## src/rtl/instr_encoder_if.sv

```systemverilog
// Field-bundle input channel and encoded-word output channel of the encoder.
interface instr_encoder_if;
  logic        in_valid;
  logic        in_ready;
  logic [2:0]  op;
  logic [2:0]  funct3;
  logic        alt;
  logic [4:0]  rd;
  logic [4:0]  rs1;
  logic [4:0]  rs2;
  logic [31:0] imm;
  logic        out_valid;
  logic        out_ready;
  logic [31:0] out_instr;
  logic [31:0] out_addr;

  // Producer of bundles and consumer of words.
  modport master (
    output in_valid, op, funct3, alt, rd, rs1, rs2, imm, out_ready,
    input  in_ready, out_valid, out_instr, out_addr
  );

  // The encoder itself.
  modport slave (
    input  in_valid, op, funct3, alt, rd, rs1, rs2, imm, out_ready,
    output in_ready, out_valid, out_instr, out_addr
  );
endinterface

```

## src/rtl/instr_encoder.sv

```systemverilog
// RV32I instruction encoder: field bundles in, encoded words with their
// instruction-memory addresses out. Two-stage pipeline; illegal bundles are
// dropped in S1 and raise a sticky error flag.
module instr_encoder #(
  parameter logic [31:0] BASE_ADDR = 32'h0000_0000
) (
  input  logic                  clk,
  input  logic                  rst_n,
  input  logic                  clear,
  instr_encoder_if.slave        bus,
  output logic [15:0]           word_cnt,
  output logic                  err
);

  localparam logic [2:0] OpR      = 3'd0;
  localparam logic [2:0] OpIAlu   = 3'd1;
  localparam logic [2:0] OpLoad   = 3'd2;
  localparam logic [2:0] OpStore  = 3'd3;
  localparam logic [2:0] OpBranch = 3'd4;
  localparam logic [2:0] OpJal    = 3'd5;
  localparam logic [2:0] OpJalr   = 3'd6;

  // S1: captured fields plus legality verdict. Only imm[20:0] is ever encoded.
  logic        s1_valid_q;
  logic        s1_legal_q;
  logic [2:0]  s1_op_q;
  logic [2:0]  s1_f3_q;
  logic        s1_alt_q;
  logic [4:0]  s1_rd_q;
  logic [4:0]  s1_rs1_q;
  logic [4:0]  s1_rs2_q;
  logic [20:0] s1_imm_q;

  // S2: the word presented to the sink.
  logic        s2_valid_q;
  logic [31:0] s2_instr_q;
  logic [31:0] s2_addr_q;

  logic [15:0] word_cnt_q;
  logic        err_q;

  logic        in_legal;
  logic        imm12_ok;
  logic        imm13_ok;
  logic        imm21_ok;
  logic [31:0] enc;
  logic [6:0]  f7;
  logic        out_fire;
  logic        s2_free;
  logic        s1_to_s2;
  logic        s1_leave;
  logic        in_ready;
  logic        in_fire;
  logic [15:0] cnt_next;
  logic [31:0] addr_next;

  // An immediate fits N bits when all bits above N-1 replicate the sign bit.
  assign imm12_ok = (&bus.imm[31:11]) | ~(|bus.imm[31:11]);
  assign imm13_ok = (&bus.imm[31:12]) | ~(|bus.imm[31:12]);
  assign imm21_ok = (&bus.imm[31:20]) | ~(|bus.imm[31:20]);

  // Legality of the bundle currently offered on the input.
  always_comb begin
    in_legal = 1'b0;
    case (bus.op)
      OpR:      in_legal = 1'b1;
      OpIAlu:   in_legal = imm12_ok & ~(bus.alt & (bus.funct3 != 3'b101));
      OpLoad:   in_legal = imm12_ok & (bus.funct3 != 3'b011) & (bus.funct3 != 3'b110) &
                           (bus.funct3 != 3'b111);
      OpStore:  in_legal = imm12_ok & (bus.funct3 <= 3'b010);
      OpBranch: in_legal = imm13_ok & ~bus.imm[0] & (bus.funct3 != 3'b010) &
                           (bus.funct3 != 3'b011);
      OpJal:    in_legal = imm21_ok & ~bus.imm[0];
      OpJalr:   in_legal = imm12_ok & (bus.funct3 == 3'b000);
      default:  in_legal = 1'b0;
    endcase
  end

  // Encode the word held in S1.
  always_comb begin
    f7  = s1_alt_q ? 7'b0100000 : 7'b0000000;
    enc = '0;
    case (s1_op_q)
      OpR:      enc = {f7, s1_rs2_q, s1_rs1_q, s1_f3_q, s1_rd_q, 7'b0110011};
      OpIAlu: begin
        // Shifts carry funct7 above the 5-bit shift amount.
        if (s1_f3_q == 3'b001 || s1_f3_q == 3'b101) begin
          enc = {f7, s1_imm_q[4:0], s1_rs1_q, s1_f3_q, s1_rd_q, 7'b0010011};
        end else begin
          enc = {s1_imm_q[11:0], s1_rs1_q, s1_f3_q, s1_rd_q, 7'b0010011};
        end
      end
      OpLoad:   enc = {s1_imm_q[11:0], s1_rs1_q, s1_f3_q, s1_rd_q, 7'b0000011};
      OpStore:  enc = {s1_imm_q[11:5], s1_rs2_q, s1_rs1_q, s1_f3_q, s1_imm_q[4:0],
                       7'b0100011};
      OpBranch: enc = {s1_imm_q[12], s1_imm_q[10:5], s1_rs2_q, s1_rs1_q, s1_f3_q,
                       s1_imm_q[4:1], s1_imm_q[11], 7'b1100011};
      OpJal:    enc = {s1_imm_q[20], s1_imm_q[10:1], s1_imm_q[11], s1_imm_q[19:12],
                       s1_rd_q, 7'b1101111};
      OpJalr:   enc = {s1_imm_q[11:0], s1_rs1_q, 3'b000, s1_rd_q, 7'b1100111};
      default:  enc = '0;
    endcase
  end

  // Pipeline flow control.
  always_comb begin
    out_fire = s2_valid_q & bus.out_ready;
    s2_free  = ~s2_valid_q | bus.out_ready;
    s1_to_s2 = s1_valid_q & s1_legal_q & s2_free;
    // Illegal bundles vacate S1 unconditionally.
    s1_leave = s1_valid_q & (~s1_legal_q | s2_free);
    in_ready = rst_n & ~clear & (~s1_valid_q | s1_leave);
    in_fire  = bus.in_valid & in_ready;
    cnt_next = word_cnt_q + {15'd0, out_fire};
    // A word entering S2 is the cnt_next-th word since the last flush.
    addr_next = BASE_ADDR + {14'd0, cnt_next, 2'b00};
  end

  // S1 capture / drain.
  always_ff @(posedge clk or negedge rst_n) begin
    if (!rst_n) begin
      s1_valid_q <= 1'b0;
      s1_legal_q <= 1'b0;
      s1_op_q    <= '0;
      s1_f3_q    <= '0;
      s1_alt_q   <= 1'b0;
      s1_rd_q    <= '0;
      s1_rs1_q   <= '0;
      s1_rs2_q   <= '0;
      s1_imm_q   <= '0;
    end else if (clear) begin
      s1_valid_q <= 1'b0;
    end else if (in_fire) begin
      s1_valid_q <= 1'b1;
      s1_legal_q <= in_legal;
      s1_op_q    <= bus.op;
      s1_f3_q    <= bus.funct3;
      s1_alt_q   <= bus.alt;
      s1_rd_q    <= bus.rd;
      s1_rs1_q   <= bus.rs1;
      s1_rs2_q   <= bus.rs2;
      s1_imm_q   <= bus.imm[20:0];
    end else if (s1_leave) begin
      s1_valid_q <= 1'b0;
    end
  end

  // S2 load / hold / drain.
  always_ff @(posedge clk or negedge rst_n) begin
    if (!rst_n) begin
      s2_valid_q <= 1'b0;
      s2_instr_q <= '0;
      s2_addr_q  <= BASE_ADDR;
    end else if (clear) begin
      s2_valid_q <= 1'b0;
      s2_instr_q <= '0;
      s2_addr_q  <= BASE_ADDR;
    end else if (s1_to_s2) begin
      s2_valid_q <= 1'b1;
      s2_instr_q <= enc;
      s2_addr_q  <= addr_next;
    end else if (out_fire) begin
      s2_valid_q <= 1'b0;
    end
  end

  // Handoff counter and sticky illegal-bundle flag.
  always_ff @(posedge clk or negedge rst_n) begin
    if (!rst_n) begin
      word_cnt_q <= '0;
      err_q      <= 1'b0;
    end else if (clear) begin
      word_cnt_q <= '0;
      err_q      <= 1'b0;
    end else begin
      word_cnt_q <= cnt_next;
      if (s1_valid_q && !s1_legal_q) begin
        err_q <= 1'b1;
      end
    end
  end

  assign bus.in_ready  = in_ready;
  assign bus.out_valid = s2_valid_q;
  assign bus.out_instr = s2_instr_q;
  assign bus.out_addr  = s2_addr_q;
  assign word_cnt      = word_cnt_q;
  assign err           = err_q;

endmodule

```

## src/flat_wrapper.sv

```systemverilog
// flat-port wrapper written by rule: the top's interface ports become plain ports
module instr_encoder_flat 
#(
  parameter logic [31:0] BASE_ADDR = 32'h0000_0000
)
  (clk, rst_n, clear, word_cnt, err, bus_in_valid, bus_op, bus_funct3, bus_alt, bus_rd, bus_rs1, bus_rs2, bus_imm, bus_out_ready, bus_in_ready, bus_out_valid, bus_out_instr, bus_out_addr);
  instr_encoder_if bus_i ();
  input  logic clk;
  input  logic rst_n;
  input  logic clear;
  output logic [15:0] word_cnt;
  output logic err;
  input wire logic [$bits(bus_i.in_valid)-1:0] bus_in_valid;
  input wire logic [$bits(bus_i.op)-1:0] bus_op;
  input wire logic [$bits(bus_i.funct3)-1:0] bus_funct3;
  input wire logic [$bits(bus_i.alt)-1:0] bus_alt;
  input wire logic [$bits(bus_i.rd)-1:0] bus_rd;
  input wire logic [$bits(bus_i.rs1)-1:0] bus_rs1;
  input wire logic [$bits(bus_i.rs2)-1:0] bus_rs2;
  input wire logic [$bits(bus_i.imm)-1:0] bus_imm;
  input wire logic [$bits(bus_i.out_ready)-1:0] bus_out_ready;
  output wire logic [$bits(bus_i.in_ready)-1:0] bus_in_ready;
  output wire logic [$bits(bus_i.out_valid)-1:0] bus_out_valid;
  output wire logic [$bits(bus_i.out_instr)-1:0] bus_out_instr;
  output wire logic [$bits(bus_i.out_addr)-1:0] bus_out_addr;
  assign bus_i.in_valid = bus_in_valid;
  assign bus_i.op = bus_op;
  assign bus_i.funct3 = bus_funct3;
  assign bus_i.alt = bus_alt;
  assign bus_i.rd = bus_rd;
  assign bus_i.rs1 = bus_rs1;
  assign bus_i.rs2 = bus_rs2;
  assign bus_i.imm = bus_imm;
  assign bus_i.out_ready = bus_out_ready;
  assign bus_in_ready = bus_i.in_ready;
  assign bus_out_valid = bus_i.out_valid;
  assign bus_out_instr = bus_i.out_instr;
  assign bus_out_addr = bus_i.out_addr;
  instr_encoder #(.BASE_ADDR(BASE_ADDR)) u_core (.clk(clk), .rst_n(rst_n), .clear(clear), .bus(bus_i), .word_cnt(word_cnt), .err(err));
endmodule
```

## config.mk

```make
export PLATFORM = sky130hd
export DESIGN_NAME = instr_encoder_flat
export DESIGN_NICKNAME = d
export VERILOG_FILES = /design/src/rtl/instr_encoder_if.sv /design/src/rtl/instr_encoder.sv /design/src/flat_wrapper.sv
export SDC_FILE = /design/constraint.sdc
export NUM_CORES = 1
export LEC_CHECK = 0
export CAP_MARGIN = 0
export CORE_MARGIN = 10
export CORE_UTILIZATION = 44
export CTS_CLUSTER_DIAMETER = 30
export CTS_CLUSTER_SIZE = 28
export DETAILED_ROUTE_END_ITERATION = 12
export GPL_TIMING_DRIVEN = 0
export PLACE_DENSITY = 0.77
export SKIP_LAST_GASP = 1
export SYNTH_ARGS = -nofsm -noshare
export SYNTH_HDL_FRONTEND = slang
export SYNTH_SLANG_ARGS = --single-unit
```

## constraint.sdc

```tcl
create_clock -name clk -period 1.7 [get_ports clk]
set_clock_uncertainty 0.2 [all_clocks]
set_input_delay 0.17 -clock clk [delete_from_list [all_inputs] [get_ports clk]]
set_output_delay 0.17 -clock clk [all_outputs]
set_load 0.01 [all_outputs]
```

==> summary.md, run 1 <==
| Metric | Value |
|---|---|
| Status | finished with violations |
| Failing checks | hold timing, setup timing |
| Nets@finish | between 700 and 800 |
| Cell area after layout | between 7000 and 8000 sq um |
| Psw | about 1.8 mW |
| Post-synth top area share | 0.530 |
| Hold_ws | -463 ps |
| Sw frac | 0.277 |
| Vias in the first global route | 4682 |
| Post-synth EDFFs | 0 |
| Final Util | 0.679 |
| Vias post-DR | ~4.6k |
| Actual slew at the worst max-slew pin | ~510 ps |
| FF-to-FF Start | u_core.bus.out_valid |
| Final HPWL DP | 11200 um |
| Clock share of power | 0.322 |
| Critical path data required time | 1720 ps |
| Crit path to | u_core.bus.out_addr[17] |
| Slew HR | 0.657 |
| Clock Tree Root | clkbuf_16 |
| Cell accounting for the most synthesized area | dfrtp_1 |
| Max-slew violations | 0 |
| Global-route wire length before repair | 24500 um |
| P_int | 4.76 mW |
| Netlist cell types | 48 |
| Die span in y | 129 um |
| # IOs | 142 |
| Worst-Skew Late Latency | 340 ps |
| Seq pwr share | 0.464 |
| Max Cap Viol | 0 |
| Detailed-route DRC error count | 0 |
| Worst vdd ir | 500 uV |
| Synth area leaders | dfrtp_1 (53%), mux2_2 (9.3%), a21oi_1 (3.7%), buf_4 (2.7%), o21ai_0 (2.7%) |
| Max Root-Sink Buffers | 2 |
| Mean Syn Cell Area | roughly 11 sq um |
| Static Leakage | 3.60 nW |
| Final WS setup | -264 ps |
| Wire per inst | 19.8 um |
| Gpl congestion | just over 0.8 |
| Critical Path Source | u_core.bus.out_valid |
| Fillers | just over 800 |
| Cells after DPL | 767 |
| Final setup viols | 93 |
| GRT Util Overall | 0.182 |
| Sequential share of the synthesized area | 0.530 |
| Fraction of layout cells with a size suffix above 1 | 0.295 |
| Post-DP Area | roughly 6700 sq um |
| CP Class | flop to flop |
| Largest net degree at the start of global routing | 42 |
| Reg2reg path depth | 8 |
| # rows | 39 |
| Crit-path max FO | 3 |
| CTS tree | built |
| Pwr dens | around 840 nW/um^2 |
| Mapped Cells | 484 |
| Worst setup EP type | flop |
| Die area | 16600 sq um |
| TritonCTS sink count | 110 |
| Worst-path clk slew | 70 ps |
| Initial antenna violation count | 0 |
| H-tree level count | 3 |
| Final min period | just under 2000 ps |
| Iter 0 DRT Violations | about 520 |
| Post-Syn Area | a little over 5000 sq um |
| Worst hold path class | input pin to async pin |
| Routed Antenna Nets | 0 |
| RSZ-0062 raised after global routing | true |
| Fmax | between 500 and 600 MHz |
| Ys Warns | 0 |
| R2R Path End | u_core.bus.out_addr[17] |
| Final wirelength | 16200 um |
| Yosys reg bits | 110 |
| Final count of hold timing violations | 74 |
| Ys flop type | dfrtp_1 |
| Crit share post-route | 1.16 |
| Die W | 129 um |
| Commonest cells in the netlist | dfrtp_1 (110), mux2_2 (43), a21oi_1 (38), nand2_1 (35), nor2_1 (29) |
| Synthesis-to-finish area growth | 49.9% |
| N_diodes | 0 |
| R2r setup slk | -260 ps |
| Vias per inst | ~5.6 |
| Logic gate share of total power | 0.214 |
| Starting density of the core | 0.453 |
| Top-count cell post-synth | dfrtp_1 |
| Startpoint types | flop |
| Total grt overflow | 0 |
| Cts bufs inserted | 9 |
| Port buffer count | 124 |
| Non-Filler Instances | between 800 and 900 |
| Core outline area | 11500 sq um |
| Crit path arrival time | 1980 ps |
| Router iterations before antenna repair | 5 |
| Ys async rst share | 1.00 |
[metal layers]
metal  part of all wire  up-vias  global-route usage  routed length (um)
met5                  0        -                   0                   0
met4              0.016        0              0.0583                 266
met3              0.081       20              0.0472                1300
met2               0.51      221               0.318                8240
met1               0.39     2251               0.213                6350
li1                   -     2067                   -                   -
[what timing repair did]
| action | 4_1_cts | 5_1_grt |
|---|---|---|
| cloned | 3 | 2 |
| setup endpoints to repair | 116 | 115 |
| resized for setup | 54 | 90 |
| setup buffers | 22 | 14 |
| hold endpoints to repair | 74 | 74 |
| pin swaps | 10 | 18 |
[power by group through the flow]
stage	Combinational, mW	Clock [mW]	Sequential [mW]
final	1.41	2.12	3.05
after global routing	1.53	2.26	3.07
after CTS	1.31	2.16	3.02
after detailed placement	1.19	0	3.07
after global placement	1.15	0	3.05
after floorplan	0.738	0	3.02
[sequential cells by signal, summed over array words and instances (netlist names), 3 cells and up]
name / flops
u_core.bus.out_addr: 16
u_core.bus.out_instr: 31
u_core.s1_f3_q: 3
u_core.s1_imm_q: 21
u_core.s1_op_q: 3
u_core.s1_rd_q: 5
u_core.s1_rs1_q: 5
u_core.s1_rs2_q: 5
u_core.word_cnt: 16
[through the flow]
step           TNS, ps  setup slack [ps]  total power [mW]  hold slack (ps)
2_1_floorplan     -984              -169              3.76             -326
5_1_grt         -15950              -335              6.86             -440
3_5_place_dp    -51480              -788              4.26            -12.2
4_1_cts          -5430              -174              6.49             -459
3_3_place_gp   -638280             -4400              4.20              266
6_report         -9950              -264              6.58             -463
[layout by cell type, fill, tap and decap left out, drive strengths merged, types with 3 or more instances in the layout]
cell type	synthesis	final
a211oi	5	5
a21oi	40	40
a22o	10	10
a22oi	10	10
a31oi	3	3
and2	8	8
and3	11	11
buf	36	73
clkbuf	8	18
clkdlybuf4s50	0	105
conb	1	16
dfrtp	110	110
dlygate4sd2	0	7
dlymetal6s2s	0	10
inv	7	7
mux2	43	43
mux2i	8	8
nand2	36	36
nand2b	3	3
nand3	11	11
nand4	8	8
nor2	30	30
nor2b	9	9
nor3	11	11
nor3b	3	3
nor4	5	5
o21ai	29	29
o22ai	8	8
xnor2	8	8
xor2	7	7
[worst min-delay path by stage]
stage                                          end  slack (ps)  depth (start not counted)
after floorplan            u_core.bus.out_addr[10]        -330                          0
after global placement    u_core.bus.out_instr[20]         270                          2
after detailed placement        u_core.s1_imm_q[7]         -10                          1
after CTS                       u_core.s1_imm_q[7]        -460                          1
after global routing            u_core.s1_imm_q[7]        -440                          1
final                           u_core.s1_imm_q[7]        -460                          1
[cells by family (layout without fill, tap and decap cells)]
family,count (synthesis),after routing,synth area share
buffers and inverters,51,227,0.0537
other,1,16,0.000722
AO/OA/AOI/OAI,114,114,0.139
flip-flops,110,110,0.530
multiplexers,51,51,0.109
adder cells (fa/ha/maj),3,3,0.00674
XOR/XNOR,15,15,0.0253
AND/OR/NAND/NOR,139,139,0.136
[worst max-delay path: stages (launching register included)]
cell and delay (ps):
dfrtp_1 380, and2_4 160, ha_4 160, nand3_4 110, nor3_4 300, buf_4 180
nand3_4 80, xor2_2 190, a21oi_1 90
[final cells by class]
cell class                 instances  area [sq um]  share of cell area
sequential                       110          2760               0.355
multi-input combinational        338          2500               0.321
timing repair buffer             164          1680               0.216
buffer                            40           329              0.0423
clock buffer                      11           243              0.0312
tap                              143           179              0.0230
clock inverter                     5          58.8             0.00755
inverter                           7          26.3             0.00337
No activity file was read; power rests on OpenSTA's default activity.
==> run 2: changes to the inputs <==
- CORE_UTILIZATION: 44 -> 48
- CTS_BUF_LIST: default -> sky130_fd_sc_hd__clkbuf_16
- PLACE_DENSITY: 0.77 -> 0.8
- clock period: 1.7 -> 1.9 ns (I/O delays scaled with it)
==> summary.md, run 2 (synthesized netlist as in run 1, its figures left out) <==
| Metric | Value |
|---|---|
| Status | finished with violations (unchanged) |
| Failing checks | hold timing, setup timing (unchanged) |
| Final wirelength | 14300 um (was 16200 um) |
| Max-slew violations | 0 (unchanged) |
| Critical path's slowest cell | dfrtp_1 (unchanged) |
| Metal2 WL | 7000 um (was 8240 um) |
| Slew HR | 0.613 (was 0.657) |
| Actual slew at the worst max-slew pin | 580 ps (was 514 ps) |
| Met3 WL post-DR | 1310 um (was 1300 um) |
| Vias in the first global route | 4314 (was 4682) |
| DRT met1 WL | 5730 um (was 6350 um) |
| Synthesis-to-finish area growth | 37.6% (was 49.9%) |
| Nets@finish | 702 (was 731) |
| Fillers | 796 (was 820) |
| Largest net degree at the start of global routing | 70 (was 42) |
| Core outline area | 10400 sq um (was 11500 sq um) |
| Initial antenna violation count | 1 (was 0) |
| Cell area after layout | 7150 sq um (was 7790 sq um) |
| Detailed-route DRC error count | 0 (unchanged) |
| Fraction of layout cells with a size suffix above 1 | 0.205 (was 0.295) |
| Vias per inst | 5.54 (was 5.57) |
| CP Class | flop to flop (unchanged) |
| Max Root-Sink Buffers | 2 (unchanged) |
| Die area | 15400 sq um (was 16600 sq um) |
| Cts bufs inserted | 9 (unchanged) |
| Final setup viols | 4 (was 93) |
| Routed Antenna Nets | 0 (unchanged) |
| Pwr dens | 776 nW/um^2 (was 845 nW/um^2) |
| Gpl congestion | 0.887 (was 0.830) |
| Power, Total | 5.55 mW (was 6.58 mW) |
| # IOs | 142 (unchanged) |
| Max Cap Viol | 0 (unchanged) |
| Highest routed layer | met5 (was met4) |
| Worst vdd ir | 498 uV (was 500 uV) |
| Iter 0 DRT Violations | 335 (was 524) |
| Setup TNS | -57.1 ps (was -9950 ps) |
| RSZ-0062 raised after global routing | true (unchanged) |
| Wire per inst | 18.3 um (was 19.8 um) |
| N_diodes | 0 (unchanged) |
| Die span in y | 124 um (was 129 um) |
| Static Leakage | 3.11 nW (was 3.60 nW) |
| Die W | 124 um (was 129 um) |
| # rows | 37 (was 39) |
| Final HPWL DP | 10800 um (was 11200 um) |
| Hold_ws | -363 ps (was -463 ps) |
| TritonCTS sink count | 110 (unchanged) |
| Clock Tree Root | clkbuf_16 (unchanged) |
| Critical path data required time | 1940 ps (was 1720 ps) |
| Router iterations before antenna repair | 7 (was 5) |
| H-tree level count | 3 (unchanged) |
| Startpoint types | flop (unchanged) |
| Vias post-DR | 4326 (was 4559) |
| GRT Util Overall | 0.180 (was 0.182) |
| Final min period | 1930 ps (was 1960 ps) |
| Crit-path max FO | 4 (was 3) |
| Crit path arrival time | 1970 ps (was 1980 ps) |
| CP peak stage delay | 420 ps (was 380 ps) |
| Final count of hold timing violations | 41 (was 74) |
| Max reg flops | 31 (unchanged) |
| Port buffer count | 124 (unchanged) |
| Post-DP Area | 6710 sq um (was 6740 sq um) |
| Most frequent cells in the layout | clkdlybuf4s50_1 (121), dfrtp_1 (110), mux2_2 (43) (was clkdlybuf4s50_1 (105), dfrtp_1 (101), buf_4 (46)) |
| Worst-path clk slew | 70 ps (about the same) |
| Worst hold path class | input pin to async pin (unchanged) |
| Crit share post-route | 1.01 (was 1.16) |
| Commonest non-fill, non-tap cell in the layout | clkdlybuf4s50_1 (unchanged) |
| Fmax | 519 MHz (was 509 MHz) |
| CP cell instances | and2_4 -> ha_4 -> ha_4 -> and2_4 -> nand2_2 -> xor2_2 -> nor3_2 -> a31o_2 (was and2_4 -> ha_4 -> nand3_4 -> nor3_4 -> buf_4 -> nand3_4 -> xor2_2 -> a21oi_1) |
| Starting density of the core | 0.499 (was 0.453) |
| Worst-Skew Late Latency | 350 ps (was 340 ps) |
| CTS tree | built (unchanged) |
| Total grt overflow | 0 (unchanged) |
| Worst setup EP type | flop (unchanged) |
| Final WS setup | -27.2 ps (was -264 ps) |
| Global-route wire length before repair | 21900 um (was 24500 um) |
-- run 2: cell types whose count changed in the layout (fill, tap and decap cells not counted), sizes merged --
| cell | previous run | this run |
|---|---|---|
| clkbuf | 18 | 20 |
| clkinv | 2 | 1 |
| dlygate4sd2 | 7 | 2 |
| clkinvlp | 2 | 3 |
| clkdlybuf4s50 | 105 | 121 |
| dlymetal6s2s | 10 | 0 |
| bufbuf | 2 | 0 |
| buf | 73 | 41 |
| bufinv | 1 | 0 |
| inv | 7 | 9 |
-- run 2: power breakdown --
group          switching (mW)  total, mW  internal [mW]  leakage, nW
clock                   0.852       1.75          0.893        0.126
combinational           0.547       1.10          0.549         1.54
sequential              0.167       2.71           2.54         1.44
total                    1.57       5.55           3.98         3.11
-- run 2: area by class of cell --
type / instances / area, sq um / share of cell area
sequential: 110 / 2750 / 0.385
tap: 136 / 170 / 0.0238
clock inverter: 6 / 47.5 / 0.00665
buffer: 43 / 268 / 0.0375
multi-input combinational: 338 / 2340 / 0.328
clock buffer: 9 / 225 / 0.0315
inverter: 7 / 26.3 / 0.00368
timing repair buffer: 132 / 1320 / 0.184
-- run 2: what timing repair did --
action	4_1_cts	5_1_grt
pin swaps	6	6
setup endpoints to repair	25	50
hold endpoints to repair	41	41
setup buffers	2	5
resized for setup	15	16
-- run 2: path summary, 6_finish.rpt --
path                                         start                       end  slack [ps]  cells past startpoint
min in group clk                         bus_op[1]         u_core.s1_op_q[1]          50                      2
max reg2reg                   u_core.bus.out_valid    u_core.bus.out_addr[6]         -30                      8
min                                          rst_n  u_core.bus.out_instr[27]        -360                      1
max in group asynchronous                    rst_n       u_core.s1_imm_q[18]        1140                      2
max                           u_core.bus.out_valid    u_core.bus.out_addr[6]         -30                      8
min reg2reg                u_core.bus.out_instr[8]   u_core.bus.out_instr[8]         280                      2
-- run 2: per-layer routing --
| layer | up-vias | GRT usage |
|---|---|---|
| li1 | 2014 | - |
| met1 | 2104 | 0.216 |
| met2 | 181 | 0.305 |
| met3 | 25 | 0.0552 |
| met4 | 2 | 0.0554 |
| met5 | - | 0 |
-- run 2: metrics by stage --
stage	utilization	hold WS [ps]	cells	worst slack, ps
final	0.686	-363	781	-27.2
after global routing	0.686	-326	781	-132
after CTS	0.677	-357	776	-18.0
after detailed placement	0.644	15.2	760	-563
after global placement	0.641	265	759	-4270
after floorplan	-	-306	499	-13.0
-- run 2: critical path, delay by kind of cell (launching register included) --
| family | cells | cell delay (ps) |
|---|---|---|
| xor+xnor | 1 | 170 |
| flops | 1 | 420 |
| fa+ha+maj | 2 | 310 |
| compound gates | 1 | 230 |
| simple gates | 4 | 480 |
